File: config.mk
export PLATFORM = sky130hd
export DESIGN_NAME = window_addr_gen_flat
export DESIGN_NICKNAME = d
export VERILOG_FILES = /design/src/rtl/window_addr_gen_if.sv /design/src/rtl/window_addr_gen.sv /design/src/flat_wrapper.sv
export SDC_FILE = /design/constraint.sdc
export NUM_CORES = 1
export LEC_CHECK = 0
export ABC_AREA = 1
export CAP_MARGIN = 20
export CORE_ASPECT_RATIO = 0.7
export CORE_MARGIN = 3
export CORE_UTILIZATION = 35
export CTS_CLUSTER_DIAMETER = 60
export CTS_CLUSTER_SIZE = 24
export DETAILED_ROUTE_END_ITERATION = 6
export SETUP_SLACK_MARGIN = 0.15
export SLEW_MARGIN = 20
export SYNTH_ARGS = -nofsm -noshare
export SYNTH_HDL_FRONTEND = slang
export SYNTH_SLANG_ARGS = --single-unit
File: constraint.sdc
create_clock -name CLK -period 4.37 [get_ports CLK]
set_input_delay 0.437 -clock CLK [delete_from_list [all_inputs] [get_ports CLK]]
set_output_delay 0.437 -clock CLK [all_outputs]
set_load 0.05 [all_outputs]
File: src/rtl/window_addr_gen_if.sv
// Request/read-address bundle for window_addr_gen; the abort wire exists only when WAG_ABORT_EN is defined.
// The master modport is the requester/memory side and the slave modport is the address generator.
interface window_addr_gen_if #(
    parameter int ADDR_W = 13
);
    logic              start;
    logic              ksize;
    logic [ADDR_W-1:0] img_w;
    logic [ADDR_W-1:0] base_addr;
    logic              rd_ready;
    logic              rd_valid;
    logic [ADDR_W-1:0] rd_addr;
    logic [3:0]        row_idx;
    logic [3:0]        col_idx;
    logic              busy;
    logic              done;
`ifdef WAG_ABORT_EN
    logic              abort;
`endif

    modport master (
        output start, ksize, img_w, base_addr, rd_ready,
`ifdef WAG_ABORT_EN
        output abort,
`endif
        input  rd_valid, rd_addr, row_idx, col_idx, busy, done
    );

    modport slave (
        input  start, ksize, img_w, base_addr, rd_ready,
`ifdef WAG_ABORT_EN
        input  abort,
`endif
        output rd_valid, rd_addr, row_idx, col_idx, busy, done
    );
endinterface

File: src/rtl/window_addr_gen.sv
// Walks a 3x3/5x5 window row-major and issues one registered read address per accepted cycle.
// First address is valid the cycle after start; rd_ready=0 freezes all outputs. Optional abort: WAG_ABORT_EN.
module window_addr_gen #(
    parameter int ADDR_W = 13
) (
    input logic              CLK,
    input logic              RST,
    window_addr_gen_if.slave bus
);
    typedef enum logic [1:0] {IDLE, ISSUE, DONE} state_t;

    state_t            state_q, state_d;
    logic              k5_q, k5_d;
    logic [ADDR_W-1:0] base_q, base_d;
    logic [ADDR_W-1:0] img_w_q, img_w_d;
    logic [ADDR_W-1:0] row_off_q, row_off_d;
    logic [ADDR_W-1:0] addr_q, addr_d;
    logic [3:0]        row_q, row_d;
    logic [3:0]        col_q, col_d;
    logic              valid_q, valid_d;
    logic              busy_q, busy_d;
    logic              done_q, done_d;
    logic [3:0]        last_idx;

    always_comb begin
        state_d   = state_q;
        k5_d      = k5_q;
        base_d    = base_q;
        img_w_d   = img_w_q;
        row_off_d = row_off_q;
        addr_d    = addr_q;
        row_d     = row_q;
        col_d     = col_q;
        last_idx  = k5_q ? 4'd4 : 4'd2;

        case (state_q)
            IDLE: begin
                if (bus.start) begin
                    state_d   = ISSUE;
                    k5_d      = bus.ksize;
                    base_d    = bus.base_addr;
                    img_w_d   = bus.img_w;
                    row_off_d = '0;
                    addr_d    = bus.base_addr;
                    row_d     = 4'd0;
                    col_d     = 4'd0;
                end
            end
            ISSUE: begin
`ifdef WAG_ABORT_EN
                if (bus.abort) begin
                    state_d   = IDLE;
                    row_off_d = '0;
                    addr_d    = '0;
                    row_d     = 4'd0;
                    col_d     = 4'd0;
                end else
`endif
                if (bus.rd_ready) begin
                    if (col_q != last_idx) begin
                        col_d  = col_q + 4'd1;
                        addr_d = addr_q + ADDR_W'(1);
                    end else if (row_q != last_idx) begin
                        // Next row starts from the accumulated pitch, never from a multiply.
                        col_d     = 4'd0;
                        row_d     = row_q + 4'd1;
                        row_off_d = row_off_q + img_w_q;
                        addr_d    = base_q + row_off_q + img_w_q;
                    end else begin
                        state_d = DONE;
                    end
                end
            end
            DONE:    state_d = IDLE;
            default: state_d = IDLE;
        endcase

        valid_d = (state_d == ISSUE);
        busy_d  = (state_d != IDLE);
        done_d  = (state_d == DONE);
    end

    always_ff @(posedge CLK or posedge RST) begin
        if (RST) begin
            state_q   <= IDLE;
            k5_q      <= 1'b0;
            base_q    <= '0;
            img_w_q   <= '0;
            row_off_q <= '0;
            addr_q    <= '0;
            row_q     <= 4'd0;
            col_q     <= 4'd0;
            valid_q   <= 1'b0;
            busy_q    <= 1'b0;
            done_q    <= 1'b0;
        end else begin
            state_q   <= state_d;
            k5_q      <= k5_d;
            base_q    <= base_d;
            img_w_q   <= img_w_d;
            row_off_q <= row_off_d;
            addr_q    <= addr_d;
            row_q     <= row_d;
            col_q     <= col_d;
            valid_q   <= valid_d;
            busy_q    <= busy_d;
            done_q    <= done_d;
        end
    end

    assign bus.rd_valid = valid_q;
    assign bus.rd_addr  = addr_q;
    assign bus.row_idx  = row_q;
    assign bus.col_idx  = col_q;
    assign bus.busy     = busy_q;
    assign bus.done     = done_q;
endmodule

File: src/flat_wrapper.sv
// flat-port wrapper written by rule: the top's interface ports become plain ports
module window_addr_gen_flat 
#(
    parameter int ADDR_W = 13
)
  (CLK, RST, bus_start, bus_ksize, bus_img_w, bus_base_addr, bus_rd_ready, bus_rd_valid, bus_rd_addr, bus_row_idx, bus_col_idx, bus_busy, bus_done);
  window_addr_gen_if #(.ADDR_W(ADDR_W)) bus_i ();
  input logic CLK;
  input logic RST;
  input wire logic [$bits(bus_i.start)-1:0] bus_start;
  input wire logic [$bits(bus_i.ksize)-1:0] bus_ksize;
  input wire logic [$bits(bus_i.img_w)-1:0] bus_img_w;
  input wire logic [$bits(bus_i.base_addr)-1:0] bus_base_addr;
  input wire logic [$bits(bus_i.rd_ready)-1:0] bus_rd_ready;
  output wire logic [$bits(bus_i.rd_valid)-1:0] bus_rd_valid;
  output wire logic [$bits(bus_i.rd_addr)-1:0] bus_rd_addr;
  output wire logic [$bits(bus_i.row_idx)-1:0] bus_row_idx;
  output wire logic [$bits(bus_i.col_idx)-1:0] bus_col_idx;
  output wire logic [$bits(bus_i.busy)-1:0] bus_busy;
  output wire logic [$bits(bus_i.done)-1:0] bus_done;
  assign bus_i.start = bus_start;
  assign bus_i.ksize = bus_ksize;
  assign bus_i.img_w = bus_img_w;
  assign bus_i.base_addr = bus_base_addr;
  assign bus_i.rd_ready = bus_rd_ready;
  assign bus_rd_valid = bus_i.rd_valid;
  assign bus_rd_addr = bus_i.rd_addr;
  assign bus_row_idx = bus_i.row_idx;
  assign bus_col_idx = bus_i.col_idx;
  assign bus_busy = bus_i.busy;
  assign bus_done = bus_i.done;
  window_addr_gen #(.ADDR_W(ADDR_W)) u_core (.CLK(CLK), .RST(RST), .bus(bus_i));
endmodule
# After elaboration in Yosys (flattened, before gate mapping)
# Index checks and enable logic that the tools add are counted.
# totals
reg_bits	66
latch_bits	0
mem_bits_rw	0
mem_bits_ro	0
input_bits	31
out_inout_bits	24
word_cells	58
memories	0
# op_classes
n_addsub	6
mul	0
div	0
magnitude_cmp	0
n_eq_ne	10
shift	0
n_mux	25
bitwise_logic	0
n_reduce_logical	6
# op_table
operator	n
two-way mux 13 bit	8
case mux 13 bit (2 select lines)	2
adder 13 bit	3
two-way mux 4 bit	7
case mux 4 bit (2 select lines)	2
adder 13 x 1 -> 13 bit, second input constant	1
adder 4 x 1 -> 4 bit, second input constant	2
two-way mux 2 bit	4
inequality test 4 bit	2
inequality test 2 bit, second input constant	3
AND reduction 5 bit	1
equality test 2 x 1 -> 1 bit, second input constant	2
case mux 2 bit (2 select lines)	1
AND reduction 4 bit	1
nonzero test 2 bit	2
two-way mux 3 bit	1
inequality test 3 x 1 -> 1 bit, second input constant	1
equality test 2 bit, second input constant	1
logical NOT 2 bit	1
inequality test 2 x 1 -> 1 bit, second input constant	1
AND reduction 2 bit	1

# Longest topological paths before layout
# Gate-level depths: netlist of the first run.
# logic_depth
ltp_word	7
ltp_mapped	16
mapped_depth_nobuf	16

# Worst setup path after synthesis of the first run
# OpenSTA, ideal clock, no wires.
# synth_path
path_kind	reg-to-reg
from	register u_core.row_off_q[1]
to	register u_core.addr_q[9], in the netlist u_core.bus.rd_addr[9]
setup_ns	0.118
t_arrival_ns	2.164
required_ns	4.252
setup_slack_ns	2.088
path_stages_with_launch	15
n_path_buf	0
period_less_slack_ns	2.282
path_cell_list	dfrtp_1 fa_1 ha_1 inv_1 fa_1 inv_1 nand3_1 nand3_1 nand3_1 nand2_1 nand2_1 nand3_1 nand2_1 nand2_1 nand2_1
# synth_via
elab_chain_cells	6
# synth_rtl
element	line_no	rtl
start, declared	window_addr_gen.sv:16	logic [ADDR_W-1:0] row_off_q, row_off_d;
start signal, assigned	window_addr_gen.sv:101	row_off_q <= row_off_d;
adder 13 bit (2 in a row)	window_addr_gen.sv:68	addr_d = base_q + row_off_q + img_w_q;
two-way mux 13 bit	window_addr_gen.sv:63	end else if (row_q != last_idx) begin
two-way mux 13 bit	window_addr_gen.sv:60	if (col_q != last_idx) begin
two-way mux 13 bit	window_addr_gen.sv:59	if (bus.rd_ready) begin
case mux 13 bit (2 select lines)	window_addr_gen.sv:36	case (state_q)
end signal, assigned	window_addr_gen.sv:102	addr_q <= addr_d;
end, declared	window_addr_gen.sv:17	logic [ADDR_W-1:0] addr_q, addr_d;
# No other way between the ends. The select of a mux whose other input is x is not followed.
# A chain may end at the register's enable or synchronous reset.

# Final worst setup path of the first run
# layout_path
from	register u_core.state_q[1]
to	register u_core.addr_q[0], in the netlist u_core.bus.rd_addr[0]
# layout_via
elab_chain_cells	3
elab_cells_between_ends	8
cone_classes	eq/ne (4); mux (1); reduce/logical (3)
# layout_rtl
element	line_no	rtl
start, declared	window_addr_gen.sv:12	state_t state_q, state_d;
start signal, assigned	window_addr_gen.sv:97	state_q <= state_d;
equality test 2 x 1 -> 1 bit or logical NOT 2 bit (tied branches)	window_addr_gen.sv:36	
inequality test 3 x 1 -> 1 bit (no source line) (tied with other cells)	--	
AND reduction 4 bit (no source line)	--	
# Parallel ways exist; a longest one is shown, timed or not.

==> impl_metrics.ini, run 1 <==
[cells_and_area]
utilization_pct = 45.0
multi_input_area_um2 = 2700
seq_area_um2 = 1650
antenna_cells = 0
layout_common_cells = nand2_1, inv_1, dfrtp_1
fill_cells = 1307
nets = 759
final_area_um2 = 5760
final_common_cell = nand2_1
final_layout_size_suffix_gt1_share_pct = 5.34
syn_to_final_growth_pct = 21.6

[run_status]
status = completed

[clock_network]
clock_sinks = 66
numCtsBuffers = 9
ctsRootBufferMaster = clkbuf_16
clk_path_buf_depth = 2
cts_tree = done
clk-insertion-delay-late_ns = 0.34
cts_setup_buffers = 0
ctsResizeCount = 0
h-tree-depth = 3
hold_buffers = 0
clkTransAtPathRegs_ns = 0.06

[place]
place.gp.congestion = 0.910
portBuffers = 54
place_area_um2 = 5430
hpwl_um = 9250

[sta]
hold_viol = 0
tightest_slew_ns = 0.854
slew_headroom_pct = 42.9
final.setup_skew_ns = 0.00669
fmax_mhz = 400
post-route-period-util_pct = 57.2
setup_tns_ns = 0
period_needed_ns = 2.50
finalSetupViolations = 0
drv_slew = 0
hold_ws_ns = 0.503
rsz0062_at_grt = false

[power]
power_mw = 4.98
ir_worst_vdd_v = 0.000324
leakage_nw = 2.92
power_frac_comb_pct = 60.9
switchingPower_mw = 2.48
power_density_nw_per_um2 = 864
clock_power_share_pct = 16.1
internal_power_mw = 2.50
seq_power_share_pct = 23.1
switching_share_pct = 49.8

[global_route]
grtUsageMet2_pct = 28.3
grt_use_met3_pct = 4.57
grt_use_total_pct = 17.6
use_met1_pct = 24.3
grt_pass1_wl_um = 21500
grt_pass1_vias = 4396
grt.overflow.total = 0
grt.busiest_layer = met2
antenna_found_initial = 0
grt_max_degree = 38

[floorplan]
die_area_um2 = 15000
ios = 55
row_count = 34
initial_core_util_pct = 37.0
core_area_um2 = 12800
die_x_um = 145
die_h_um = 103

[logic_synthesis]
syn_avg_cell_area_um2 = 7.46
ys_seq_area_share_pct = 34.8
async_flop_share_pct = 100
synth-edff-count = 0
synth_cell_types = 42
syn-instance-count = 635
synthFlopType = dfrtp_1
synth-warning-count = 0
synth_nets = 706
syn_area_um2 = 4740
synth_seq_cells = 66

[routing]
initialDrtViolationCount = 323
vias_per_cell = 4.82
totalWireLength_um = 12300
ant_nets = 0
firstDrtPassIters = 4
vias = 4212
drc_errors = 0
wl_per_cell_um = 14.1

[critical_path]
crit_path_end_kind = flip-flop
required_ns = 4.63
rrSetupSlack_ns = 1.87
arrival_ns = 2.76
crit_fanout = 35
crit_type = flip-flop to flip-flop
worstSetupStartpointType = flip-flop

[worst_hold_path]
hp-class = flip-flop to flip-flop

[flow_run]
max-cap-violations = 0
## metrics by stage
| stage | instances | setup slack, ns |
|---|---|---|
| 5_1_grt | 873 | 1.61 |
| 3_3_place_gp | 857 | 1.95 |
| 6_report | 873 | 1.87 |
| 2_1_floorplan | 635 | 2.09 |
| 3_5_place_dp | 857 | 1.87 |
| 4_1_cts | 873 | 1.83 |
## registers in the layout, summed over array words and instances (netlist names)
register and cells:
u_core.bus.row_idx 4, u_core.state_q 2, u_core.bus.done 1, u_core.k5_q 1, u_core.bus.rd_valid 1, u_core.row_off_q 13
u_core.bus.busy 1, u_core.base_q 13, u_core.bus.col_idx 4, u_core.bus.rd_addr 13, u_core.img_w_q 13
## per-layer routing
layer / vias up / share of wire, %
met1: 1981 / 50
met5: - / 0
met2: 90 / 43
met3: 8 / 5.6
met4: 0 / 0.70
li1: 2133 / -
## layout make-up
| class | instances | share of cell area (%) |
|---|---|---|
| Clock buffer | 12 | 4.45 |
| Tap cell | 180 | 3.91 |
| Timing Repair Buffer | 56 | 9.64 |
| Sequential cell | 66 | 28.7 |
| Inverter | 78 | 5.17 |
| Multi-Input combinational cell | 477 | 46.9 |
| Clock inverter | 4 | 1.28 |
## critical path, cell delays in order, from the launching register on
cell and delay (ns):
dfrtp_1 0.34, inv_2 0.04, nand2_1 0.62, nand3_1 0.13
buf_4 0.30, o21ai_4 0.17, a21boi_2 0.49, o21ai_0 0.17
o21ai_0 0.16
## synth_stat cells (2+ instances only)
master / number / share of area, %
o21bai_1: 3 / 0.48
ha_1: 26 / 6.9
nand2_1: 222 / 18
clkbuf_1: 7 / 0.55
a21boi_0: 2 / 0.32
a21oi_1: 29 / 3.1
o211ai_1: 3 / 0.48
inv_2: 4 / 0.32
nand3_1: 50 / 5.3
buf_6: 2 / 0.48
o21ai_0: 30 / 3.2
nand3b_1: 3 / 0.48
fa_1: 14 / 5.9
nor2_8: 2 / 0.84
xnor2_1: 8 / 1.5
buf_2: 3 / 0.32
o21ai_1: 9 / 0.95
nand4_1: 6 / 0.79
nor2_1: 40 / 3.2
xor2_1: 13 / 2.4
dfrtp_1: 66 / 35
inv_1: 73 / 5.8
## cells by family (layout without fill, tap and decap cells)
kind of cell / after synthesis / after routing / share of synthesized area (%)
muxes: 1 / 1 / 0.211
buffers and inverters: 92 / 150 / 8.10
and+or+nand+nor: 332 / 332 / 30.1
adders and majority gates: 40 / 40 / 12.8
AOI/OAI and AO/OA: 83 / 83 / 10.0
xor gates and xnor gates: 21 / 21 / 3.88
DFF: 66 / 66 / 34.8
## power groups by stage
stage,registers (mW),logic (mW),clock network [mW]
2_1_floorplan,1.41,2.00,0
3_3_place_gp,1.15,2.97,0
3_5_place_dp,1.16,3.01,0
4_1_cts,1.15,3.04,0.819
5_1_grt,1.20,3.46,0.848
6_report,1.15,3.03,0.801
## path summary, 6_finish.rpt
path                                         startpoint                           endpoint  cells after the start
min in group asynchronous                           RST          u_core.bus.done$_DFF_PP0_                      2
max in group asynchronous                           RST      u_core.img_w_q[8]$_DFFE_PP0P_                      3
max reg2reg                 u_core.state_q[1]$_DFF_PP0_  u_core.bus.rd_addr[0]$_DFFE_PP0P_                      8
min reg2reg                u_core.base_q[1]$_DFFE_PP0P_       u_core.base_q[1]$_DFFE_PP0P_                      2
min                        u_core.base_q[1]$_DFFE_PP0P_       u_core.base_q[1]$_DFFE_PP0P_                      2
max                         u_core.state_q[1]$_DFF_PP0_  u_core.bus.rd_addr[0]$_DFFE_PP0P_                      8
Note: power is estimated with default switching activity, not from simulation.
==> run 2, diff against run 1 <==
==> constraint.sdc (replaced) <==
create_clock -name CLK -period 2.2 [get_ports CLK]
set_input_delay 0.22 -clock CLK [delete_from_list [all_inputs] [get_ports CLK]]
set_output_delay 0.22 -clock CLK [all_outputs]
set_load 0.05 [all_outputs]
==> run 2 against run 1 <==
Effect of this change: the flow now finishes with violations (negative setup slack); total power is 140% higher; critical path depth grew 6; worst setup slack worse by 1.9 ns; wire length rose by 3.9%; utilization increased by 4.7 points; clock skew is 0.0032 ns higher; largest cell class unchanged; highest routed layer unchanged.
==> impl_metrics.ini, run 2 (synthesis gave the netlist of run 1 again) <==
[run_status]
status = finished with violations
violations = negative setup slack

[clock_network]
clock_sinks = 66
numCtsBuffers = 9
cts_tree = done
clkTransAtPathRegs_ns = 0.06
clk_path_buf_depth = 2
clk-insertion-delay-late_ns = 0.34
ctsRootBufferMaster = clkbuf_16
h-tree-depth = 3

[critical_path]
cp_slowest_stage_delay_ns = 0.55
crit_chain = fa_1 -> ha_2 -> inv_2 -> fa_2 -> inv_2 -> nand3_2 -> nand3_4 -> nand3_2 -> nand2_1 -> nand2_1 -> nand3_2 -> nand2_1 -> nand2_1 -> nand2_1
cp_top_family = adder cells
arrival_ns = 2.48
crit_path_end_kind = flip-flop
crit_cells = 14
r2r_cells = 14
path_buf_inv = 2
crit_fanout = 3
worstSetupStartpointType = flip-flop
cp_common_cell = nand2_1
required_ns = 2.43
critPathSlowestCell = fa_1
crit_type = flip-flop to flip-flop

[global_route]
grt_use_total_pct = 17.8
antenna_found_initial = 0
grt_max_degree = 67
grt.busiest_layer = met2
grt.overflow.total = 0
use_met1_pct = 24.8
grtUsageMet2_pct = 28.3
grt_use_met3_pct = 4.49
grt_pass1_vias = 4446
grt_pass1_wl_um = 21600

[place]
place_area_um2 = 5680
place.gp.congestion = 0.889
hpwl_um = 9310
placed_cells = 886
portBuffers = 54

[sta]
final.setup_skew_ns = 0.00991
worst_slack_ns = -0.0565
drv_slew = 0
post-route-period-util_pct = 103
setup_tns_ns = -0.174
slew_headroom_pct = 59.1
hold_viol = 0
tightest_slew_ns = 0.612
period_needed_ns = 2.26
fmax_mhz = 443
finalSetupViolations = 4
rsz0062_at_grt = true

[floorplan]
ios = 55
initial_core_util_pct = 37.0
die_area_um2 = 15000
die_x_um = 145
row_count = 34
die_h_um = 103
core_area_um2 = 12800

[worst_hold_path]
hp-class = input port to asynchronous set/reset pin

[cells_and_area]
syn_to_final_growth_pct = 34.2
layout_common_cells = nand2_1, inv_1, dfrtp_1
fill_cells = 1264
final_layout_size_suffix_gt1_share_pct = 17.3
post_layout_nonfiller_instances = 913
final_common_cell = nand2_1
nets = 799
antenna_cells = 0
final_area_um2 = 6360

[power]
power_mw = 11.8
ir_worst_vdd_v = 0.000874
power_density_nw_per_um2 = 1860
leakage_nw = 3.16

[routing]
totalWireLength_um = 12800
vias_per_cell = 4.80
wl_per_cell_um = 14.0
firstDrtPassIters = 4
ant_nets = 0
initialDrtViolationCount = 215
drc_errors = 0
vias = 4386

[flow_run]
max-cap-violations = 0
## run 2: cell types whose count changed in the layout (fill, tap and decap cells not counted), moves of 3 or more
cell | previous run | this run
ha_4 | 0 | 9
buf_4 | 2 | 40
nor2_1 | 40 | 36
inv_1 | 72 | 66
ha_1 | 26 | 16
nand2_2 | 1 | 14
nand2_1 | 222 | 208
nand3_2 | 0 | 7
nor2_2 | 1 | 4
inv_2 | 5 | 11
nand3_1 | 50 | 41
## run 2: final cells by class
type / count / area, µm² / share of cell area, %
Sequential cell: 66 / 1650 / 26.0
Timing Repair Buffer: 96 / 872 / 13.7
Clock buffer: 10 / 239 / 3.76
Inverter: 78 / 298 / 4.68
Clock inverter: 6 / 114 / 1.79
Multi-Input combinational cell: 477 / 2960 / 46.6
Tap cell: 180 / 225 / 3.54
## run 2: where the power goes
part,switching [mW],internal [mW]
combinational,4.50,3.35
clock,0.570,1.14
sequential,0.544,1.72
total,5.62,6.21
## run 2: per-stage QoR
| stage | hold WS, ns | worst slack [ns] | utilization (%) |
|---|---|---|---|
| finish | 0.271 | -0.0565 | 49.7 |
| detailed placement | 0.490 | -0.0853 | 44.4 |
| floorplan | 0.330 | 0.0233 | - |
| global placement | 0.486 | -0.0307 | 44.4 |
| global route | 0.317 | -0.203 | 49.7 |
| CTS | 0.284 | -0.0898 | 48.8 |
## run 2: path summary, 6_finish.rpt
| check | from | endpoint | slack, ns |
|---|---|---|---|
| min reg2reg | u_core.base_q[1]$_DFFE_PP0P_ | u_core.base_q[1]$_DFFE_PP0P_ | 0.52 |
| max in group asynchronous | RST | u_core.row_off_q[11]$_DFFE_PP0P_ | 1.63 |
| max | u_core.base_q[1]$_DFFE_PP0P_ | u_core.bus.rd_addr[9]$_DFFE_PP0P_ | -0.06 |
| max reg2reg | u_core.base_q[1]$_DFFE_PP0P_ | u_core.bus.rd_addr[9]$_DFFE_PP0P_ | -0.06 |
| min | RST | u_core.bus.col_idx[3]$_DFFE_PP0P_ | 0.27 |
| min in group CLK | bus_img_w[7] | u_core.img_w_q[7]$_DFFE_PP0P_ | 0.42 |
## run 2: layer usage
metal | part of all wire (%) | vias up | wire length [µm]
li1 | - | 2208 | -
met1 | 50 | 2065 | 6390
met2 | 44 | 98 | 5670
met3 | 5.0 | 15 | 645
met4 | 0.83 | 0 | 106
met5 | 0 | - | 0
## run 2: worst reg2reg max path: stages, from the launching register on
cell and delay, ns:
dfrtp_1 0.40, fa_1 0.55, ha_2 0.18, inv_2 0.04, fa_2 0.35, inv_2 0.07
nand3_2 0.08, nand3_4 0.08, nand3_2 0.07, nand2_1 0.06, nand2_1 0.06, nand3_2 0.05
nand2_1 0.05, nand2_1 0.05, nand2_1 0.04
## run 2: what timing repair did
item	4_1_cts	5_1_grt
pin swaps	18	12
gates resized for setup	28	22
endpoints found under the setup margin	11	19
buffers inserted	6	5
hold buffers	0	0
endpoints found under the hold margin	0	0
